==> config.mk <==
export PLATFORM = sky130hd
export DESIGN_NAME = addr_calc
export DESIGN_NICKNAME = d
export VERILOG_FILES = /design/src/rtl/addr_calc.sv
export SDC_FILE = /design/constraint.sdc
export NUM_CORES = 1
export LEC_CHECK = 0
export ABC_AREA = 1
export CORE_AREA = 4 4 101 103
export DETAILED_ROUTE_END_ITERATION = 10
export DIE_AREA = 0 0 105 107
export PLACE_DENSITY = 0.76
export SLEW_MARGIN = 15
export SYNTH_ARGS = -nofsm -noshare
export SYNTH_HDL_FRONTEND = slang
export SYNTH_SLANG_ARGS = --single-unit
export TNS_END_PERCENT = 50
==> constraint.sdc <==
create_clock -name clk -period 2.2 [get_ports clk]
set_input_delay 0.22 -clock clk [delete_from_list [all_inputs] [get_ports clk]]
set_output_delay 0.22 -clock clk [all_outputs]
set_load 0.01 [all_outputs]
==> src/rtl/addr_calc.sv <==
// Effective-address calculator: adds an optional index register to the
// sign-magnitude address field and hands the result to the execution units.
module addr_calc (
   input  logic        clk,
   input  logic        reset,
   input  logic        start,
   input  logic [11:0] aa,
   input  logic        asign,
   input  logic [2:0]  index,
   input  logic [5:0]  field,
   input  logic [5:0]  opcode,
   output logic [2:0]  ri_sel,
   input  logic [11:0] ri_data,
   input  logic        ri_sign,
   output logic [11:0] m,
   output logic        msign,
   output logic [5:0]  field_out,
   output logic [5:0]  opcode_out,
   output logic        go,
   output logic        stop,
   output logic        err
);

   typedef enum logic [1:0] {IDLE, FETCH, ADD, DONE} state_t;

   state_t      state_reg, state_next;
   logic [11:0] aa_reg;
   logic        asign_reg;
   logic [2:0]  index_reg;
   logic [5:0]  field_reg;
   logic [5:0]  opcode_reg;

   logic        use_rf;
   logic [11:0] op_mag;
   logic        op_sign;
   logic [12:0] sum13;
   logic [11:0] sum_mag;
   logic        sum_sign;
   logic        sum_err;

   // Index 1-6 reads the register file; 0 and 7 (illegal) use +0 instead.
   assign use_rf = (index_reg != 3'd0) && (index_reg != 3'd7);

   // Next-state logic and Moore outputs (ri_sel, stop, go).
   always_comb begin
      state_next = state_reg;
      ri_sel     = 3'd0;
      stop       = 1'b0;
      go         = 1'b0;
      case (state_reg)
         IDLE: begin
            if (start)
               state_next = ((index != 3'd0) && (index != 3'd7)) ? FETCH : ADD;
         end
         FETCH: begin
            ri_sel     = index_reg;
            state_next = ADD;
         end
         ADD: begin
            state_next = DONE;
         end
         DONE: begin
            stop       = 1'b1;
            go         = ~err;
            state_next = IDLE;
         end
         default: state_next = IDLE;
      endcase
   end

   // Sign-magnitude adder; a tie in magnitude keeps the address sign so zero takes asign.
   always_comb begin
      op_mag   = use_rf ? ri_data : 12'd0;
      op_sign  = use_rf ? ri_sign : 1'b0;
      sum13    = {1'b0, aa_reg} + {1'b0, op_mag};
      sum_mag  = sum13[11:0];
      sum_sign = asign_reg;
      sum_err  = sum13[12];
      if (op_sign != asign_reg) begin
         sum_err = 1'b0;
         if (aa_reg >= op_mag) begin
            sum_mag  = aa_reg - op_mag;
            sum_sign = asign_reg;
         end else begin
            sum_mag  = op_mag - aa_reg;
            sum_sign = op_sign;
         end
      end
      if (index_reg == 3'd7)
         sum_err = 1'b1;
   end

   // State register, instruction capture in IDLE, result registers loaded in ADD.
   always_ff @(posedge clk) begin
      if (reset) begin
         state_reg  <= IDLE;
         aa_reg     <= 12'd0;
         asign_reg  <= 1'b0;
         index_reg  <= 3'd0;
         field_reg  <= 6'd0;
         opcode_reg <= 6'd0;
         m          <= 12'd0;
         msign      <= 1'b0;
         err        <= 1'b0;
         field_out  <= 6'd0;
         opcode_out <= 6'd0;
      end else begin
         state_reg <= state_next;
         if ((state_reg == IDLE) && start) begin
            aa_reg     <= aa;
            asign_reg  <= asign;
            index_reg  <= index;
            field_reg  <= field;
            opcode_reg <= opcode;
         end
         if (state_reg == ADD) begin
            m          <= sum_mag;
            msign      <= sum_sign;
            err        <= sum_err;
            field_out  <= field_reg;
            opcode_out <= opcode_reg;
         end
      end
   end

endmodule

==> results of run 1 <==
[final timing paths]
kind           startpoint           end  slack, ns  cells after the start
min              index[0]  index_reg[0]       0.46                      3
max          index_reg[0]         m[11]      -0.39                     24
min reg2reg  field_reg[5]  field_out[5]       0.49                      2
max reg2reg  index_reg[0]         m[11]      -0.39                     24
[placed cells by master, fill, tap and decap left out, drive strengths merged]
cell type      count
xor2              12
fa                 3
a31oi              3
nor2             108
dfxtp             56
clkbuf             6
o211ai             5
a21o               1
nand4              9
nand3             35
a21oi             44
clkinvlp           1
buf              115
clkinv             4
or2                2
clkdlybuf4s50     74
nand2            192
xnor2              2
inv              115
o21ai             55
ha                39
nor3               2
o21bai             3
[area by class of cell]
| class | count | area (sq um) |
|---|---|---|
| clock inverters | 2 | 13.8 |
| flip-flops and latches | 56 | 1120 |
| inverters | 118 | 464 |
| well taps | 111 | 139 |
| multi-input cells | 515 | 3190 |
| clock buffers | 6 | 72.6 |
| repair buffers | 189 | 1670 |
| fillers | 804 | 2510 |
[per-layer routing]
metal	wire length, um	track usage, %	part of all wire (%)
met1	6740	33.5	43
met2	7600	48.8	49
met5	0	0	0
met3	737	4.03	4.7
met4	465	9.28	3.0
[cell families after synthesis]
kind of cell / after synthesis
AOI/OAI and AO/OA: 111
xor gates and xnor gates: 14
adders and majority gates: 42
buffers and inverters: 144
DFF: 56
and+or+nand+nor: 347
[what timing repair did]
item,CTS,global route
resized for setup,67,44
buffers inserted,23,3
endpoints found under the hold margin,0,0
gates cloned,1,0
endpoints found under the setup margin,13,13
pin swaps,32,35
[Yosys cell counts (4+ instances only)]
cell type and n:
inv_2 5, o211ai_1 4, ha_1 39, inv_1 110
dfxtp_1 56, nand4_1 9, nand3_1 31, o21ai_0 54
clkbuf_1 10, buf_6 5, nand2_1 182, a21oi_1 41
buf_4 4, nor2_1 105, nand2_2 7, buf_2 5
xor2_1 12
[per-stage QoR]
step,std cells,total power [mW]
2_1_floorplan,714,4.06
3_3_place_gp,962,5.66
3_5_place_dp,962,5.71
4_1_cts,994,6.91
5_1_grt,997,7.82
6_report,997,7.26
[power groups by stage]
stage | Sequential (mW) | Combinational [mW] | Clock (mW)
after floorplan | 1.38 | 2.68 | 0
after global placement | 1.35 | 4.32 | 0
after detailed placement | 1.36 | 4.35 | 0
after CTS | 1.34 | 4.94 | 0.629
after global routing | 1.37 | 5.79 | 0.659
final | 1.34 | 5.30 | 0.622
[critical path, cell delays in order (launching register included)]
cell and delay [ns]:
dfxtp_2 0.35, nor2_2 0.11, nand2_2 0.07, nand2_2 0.09
inv_4 0.06, buf_12 0.14, buf_8 0.12, nand2_4 0.07
inv_4 0.04, ha_4 0.25, nand2_4 0.10, nor2_4 0.05
nand2_2 0.05, clkinv_2 0.06, nand2_4 0.08, clkinv_4 0.05
nor2_4 0.21, buf_6 0.14, nand2_2 0.05, nand3_2 0.08
nand2_1 0.06, nand2_1 0.05, nand3_1 0.07, nand2_1 0.09
inv_1 0.03
==> reports/qor.txt, run 1 <==
clk_lat worst skew - 0.33 ns
DP Wirelength - 11.6 mm
Post-route DRC - 0
area grow syn2layout - 50.5%
setup ws final - -0.389 ns
yosys warns - 0
Hold Violations, Final - 0
xor and xnor fraction of the mapped netlist area - 2.76%
vias - 5046
dominant synthesized flop cell - dfxtp_1
P_leak - 3.39 nW
DR WL/cell - 15.6 um
fraction of registers with async set/reset - 0%
# diodes - 0
Post-Synth Simple-Gate Area - 32.6%
switching pwr - 3.44 mW
initial antenna violation count - 0
row count - 35
outcome - finished, violations left
violated checks - setup timing
first-pass GRT wire length - 24.6 mm
Peak Freq - 386 MHz
relative slew slack - 63.0%
clock sink count - 56
Post-Synthesis Cells - 714
sequential share of power - 18.5%
Core ar. - 9200 sq um
Slew Viols, Final - 0
I/O pins - 75
RSZ-0062 raised after global routing - true
Synth Net Count - 800
critical path class - register to register
# H-tree levels - 2
leading cell types by total area after synthesis - dfxtp_1, nand2_1, ha_1
Post-synth EDFFs - 0
Remaining Overflow, GRT - 0
Critical Path AT - 2.84 ns
clock transition at the registers of the reported paths - 0.13 ns
Post-CTS Hold Buffers - 0
count of cell types in the netlist - 35
Switching Share - 47.4%
Final Net Count - 971
Clock Tree Buf Depth - 2
final wirelength - 15.5 mm
Pwr per Cell Area - 1090 nW/um^2
Crit Path Max Fanout - 7
cts bufs inserted - 5
worst slew pin tran - 0.554 ns
Layout Utilization - 72.7%
clock share of power - 8.6%
GRT Overall Usage - 27.3%
share of layout cells above drive strength 1 - 28.1%
post-synthesis compound-gate area fraction - 13.5%
Die ar. - 11200 sq um
worst clock skew - 0.0215 ns
share of the synthesized area in the top cell type - 25.3%
largest family of logic cells by synthesized area - simple AND/OR/NAND/NOR gates
Hold WS - 0.461 ns
CP Capture Type - register
setup TNS - -4.20 ns
CTS tree - done
max capacitance violation total - 0
post-route ant nets - 0
gpl congestion - 0.953
final critical-path share of the clock period - 118%
routed vias/inst - 5.06
mux cell area share after synthesis - 0%
syn avg cell area - 6.22 sq um
Post-Synth Adder-Cell Area - 12.3%
DP Area - 6020 sq um
Comb power frac - 72.9%
Crit path required time - 2.45 ns
Die Height - 107 um
post-synthesis sequential area ratio - 25.3%
Internal Power - 3.82 mW
initial core utilization - 48.3%
DRT Pass-1 Iters - 5
VDD IR max - 0.548 mV
drt initial violations - 265
Clock Root Buffer - clkbuf_8
worst hold-check path type - primary input to register
Mapped Area - 4440 sq um
Yosys top cell by area - dfxtp_1
clock period minus worst slack - 2.59 ns
Setup crit start kind - register
vias in the first global route - 5135
number of I/O port buffers - 74
Finished Cell Area - 6680 sq um
die width - 105 um
#FFs+latches synth - 56
Final setup viols - 13
pre-CTS setup slack - -0.574 ns
largest net degree at the start of global routing - 46
Power figures use the tool's default switching activity.
==> inputs of run 2 (changes only) <==
--- a/config.mk
+++ b/config.mk
@@ -10,7 +10,6 @@
 export DETAILED_ROUTE_END_ITERATION = 10
 export DIE_AREA = 0 0 105 107
 export PLACE_DENSITY = 0.76
-export SLEW_MARGIN = 15
 export SYNTH_ARGS = -nofsm -noshare
 export SYNTH_HDL_FRONTEND = slang
 export SYNTH_SLANG_ARGS = --single-unit
==> results of run 2 <==
No change in the layout: final DEF, timing and power equal those of run 1.
==> inputs of run 3 (changes only) <==
--- a/config.mk
+++ b/config.mk
@@ -9,6 +9,7 @@
 export CORE_AREA = 4 4 101 103
 export DETAILED_ROUTE_END_ITERATION = 10
 export DIE_AREA = 0 0 105 107
+export MAX_ROUTING_LAYER = met4
 export PLACE_DENSITY = 0.76
 export SYNTH_ARGS = -nofsm -noshare
 export SYNTH_HDL_FRONTEND = slang
==> reports/qor.txt, run 3 (synthesized netlist as in run 1, its figures left out) <==
# H-tree levels - 2 (unchanged)
Worst path slowest cell - fa_2
vias - 5050 (+0.079%)
Slew Viols, Final - 0 (unchanged)
clock sink count - 56 (unchanged)
Clock Tree Buf Depth - 2 (unchanged)
final wirelength - 15.6 mm (+0.19%)
area grow syn2layout - 49.2%
Peak Freq - 394 MHz (+2.1%)
routed vias/inst - 5.11 (+0.99%)
Post-CTS Hold Buffers - 0 (unchanged)
largest net degree at the start of global routing - 41 (-11%)
cts bufs inserted - 5 (unchanged)
worst clock skew - 0.0164 ns (-0.00516 ns)
number of I/O port buffers - 74 (unchanged)
pre-CTS setup slack - -0.629 ns (-0.0546 ns)
P_leak - 3.40 nW (+0.25%)
violated checks - setup timing
RSZ-0062 raised after global routing - true
drt initial violations - 426 (+61%)
Die Height - 107 um (unchanged)
outcome - finished, violations left
# diodes - 0 (unchanged)
relative slew slack - 64.8% (+1.8 points)
Crit path required time - 2.46 ns (about the same)
clock period minus worst slack - 2.54 ns (-0.0523 ns)
first-pass GRT wire length - 25.5 mm (+3.6%)
die width - 105 um (unchanged)
Layout Utilization - 72.0% (-0.67 points)
setup TNS - -3.66 ns (+0.539 ns)
Core ar. - 9200 sq um (unchanged)
Hold Violations, Final - 0 (unchanged)
GRT Overall Usage - 29.1% (+1.8 points)
I/O pins - 75 (unchanged)
CP Capture Type - register
max capacitance violation total - 0 (unchanged)
commonest non-fill, non-tap cells in the layout - nand2_1, nor2_1, inv_1, buf_4, clkdlybuf4s50_1
Final Net Count - 962 (-0.93%)
most common cell after layout, fill and taps aside - nand2_1
Final setup viols - 13 (unchanged)
DR WL/cell - 15.8 um (+1.1%)
kind of cell adding the most delay to the critical path - simple AND/OR/NAND/NOR gates
Hold WS - 0.454 ns (-0.00620 ns)
post-route ant nets - 0 (unchanged)
gpl congestion - 1.01 (+5.7%)
initial antenna violation count - 0 (unchanged)
Setup crit start kind - register
clock transition at the registers of the reported paths - 0.12 ns (about the same)
worst hold-check path type - primary input to register
fillcell total - 785 (-2.4%)
reg2reg setup slack - -0.34 ns (+0.05 ns)
Critical Path AT - 2.80 ns (-0.04 ns)
CTS tree - done
non-filler cells, final - 988 (-0.90%)
DP Area - 6070 sq um (+0.79%)
Die ar. - 11200 sq um (unchanged)
final critical-path share of the clock period - 115% (-2.4 points)
worst slew pin tran - 0.527 ns (-0.0267 ns)
row count - 35 (unchanged)
VDD IR max - 0.603 mV (+10%)
Max stage delay on crit path - 0.39 ns (+0.04 ns)
DRT Pass-1 Iters - 5 (unchanged)
Post-route DRC - 0 (unchanged)
Crit Path Max Fanout - 5 (-2)
crit-path cells - nor2_2, nand2_2, nand2_4, buf_4, nor2_4, ha_2, fa_2, inv_2, nand3_4, nand3_4, nand2_4, clkinv_4, nor2_4, buf_12, buf_6, o211ai_2, nand3_2, a21oi_2
Cells after DPL - 965 (+0.31%)
vias in the first global route - 5192 (+1.1%)
share of layout cells above drive strength 1 - 25.4% (-2.7 points)
clk_lat worst skew - 0.33 ns (about the same)
Pwr per Cell Area - 1080 nW/um^2 (-0.65%)
Tot Pwr - 7.15 mW (-1.6%)
Finished Cell Area - 6620 sq um (-0.92%)
DP Wirelength - 12.3 mm (+6.3%)
Clock Root Buffer - clkbuf_8
Remaining Overflow, GRT - 0 (unchanged)
initial core utilization - 48.3% (unchanged)
crit path buf inv count - 5 (-3)
critical path class - register to register
setup ws final - -0.337 ns (+0.0523 ns)
## run 3: per-layer routing
metal	vias to the layer above	wire [um]	global-route usage (%)
li1	2528	-	-
met1	2304	6410	33.7
met2	187	7740	52.4
met3	31	974	4.15
met4	0	448	8.53
met5	-	0	-
## run 3: final timing paths
| kind | from | end | cells after the start |
|---|---|---|---|
| worst max register to register | index_reg[0] | m[1] | 18 |
| worst max-delay path | index_reg[0] | m[1] | 18 |
| worst min register to register | msign | msign | 2 |
| worst min-delay path | index[0] | index_reg[0] | 3 |
## run 3: report_power, final
group | switching, mW | internal (mW) | total (mW)
Combinational | 2.82 | 2.25 | 5.07
Sequential | 0.131 | 1.22 | 1.35
Clock | 0.385 | 0.346 | 0.731
## run 3: repair_timing
item / 4_1_cts / 5_1_grt
endpoints found under the setup margin: 13 / 13
cloned: 1 / 0
setup buffers: 12 / 2
pin swaps: 30 / 12
gates resized for setup: 67 / 17
## run 3: final cells by class
| class | count | area, sq um | share of cell area, % |
|---|---|---|---|
| Clock inverter | 3 | 46.3 | 0.699 |
| Clock buffer | 5 | 68.8 | 1.04 |
| Timing Repair Buffer | 180 | 1620 | 24.5 |
| Inverter | 118 | 462 | 6.97 |
| Sequential cell | 56 | 1120 | 17.0 |
| Multi-Input combinational cell | 515 | 3160 | 47.7 |
| Tap cell | 111 | 139 | 2.10 |
## run 3: worst register-to-register path: stages, from the launching register on
cell      delay [ns]
dfxtp_2         0.36
nor2_2          0.10
nand2_2         0.09
nand2_4         0.11
buf_4           0.13
nor2_4          0.04
ha_2            0.18
fa_2            0.39
inv_2           0.09
nand3_4         0.08
nand3_4         0.11
nand2_4         0.07
clkinv_4        0.05
nor2_4          0.05
buf_12          0.13
buf_6           0.11
o211ai_2        0.16
nand3_2         0.09
a21oi_2         0.14
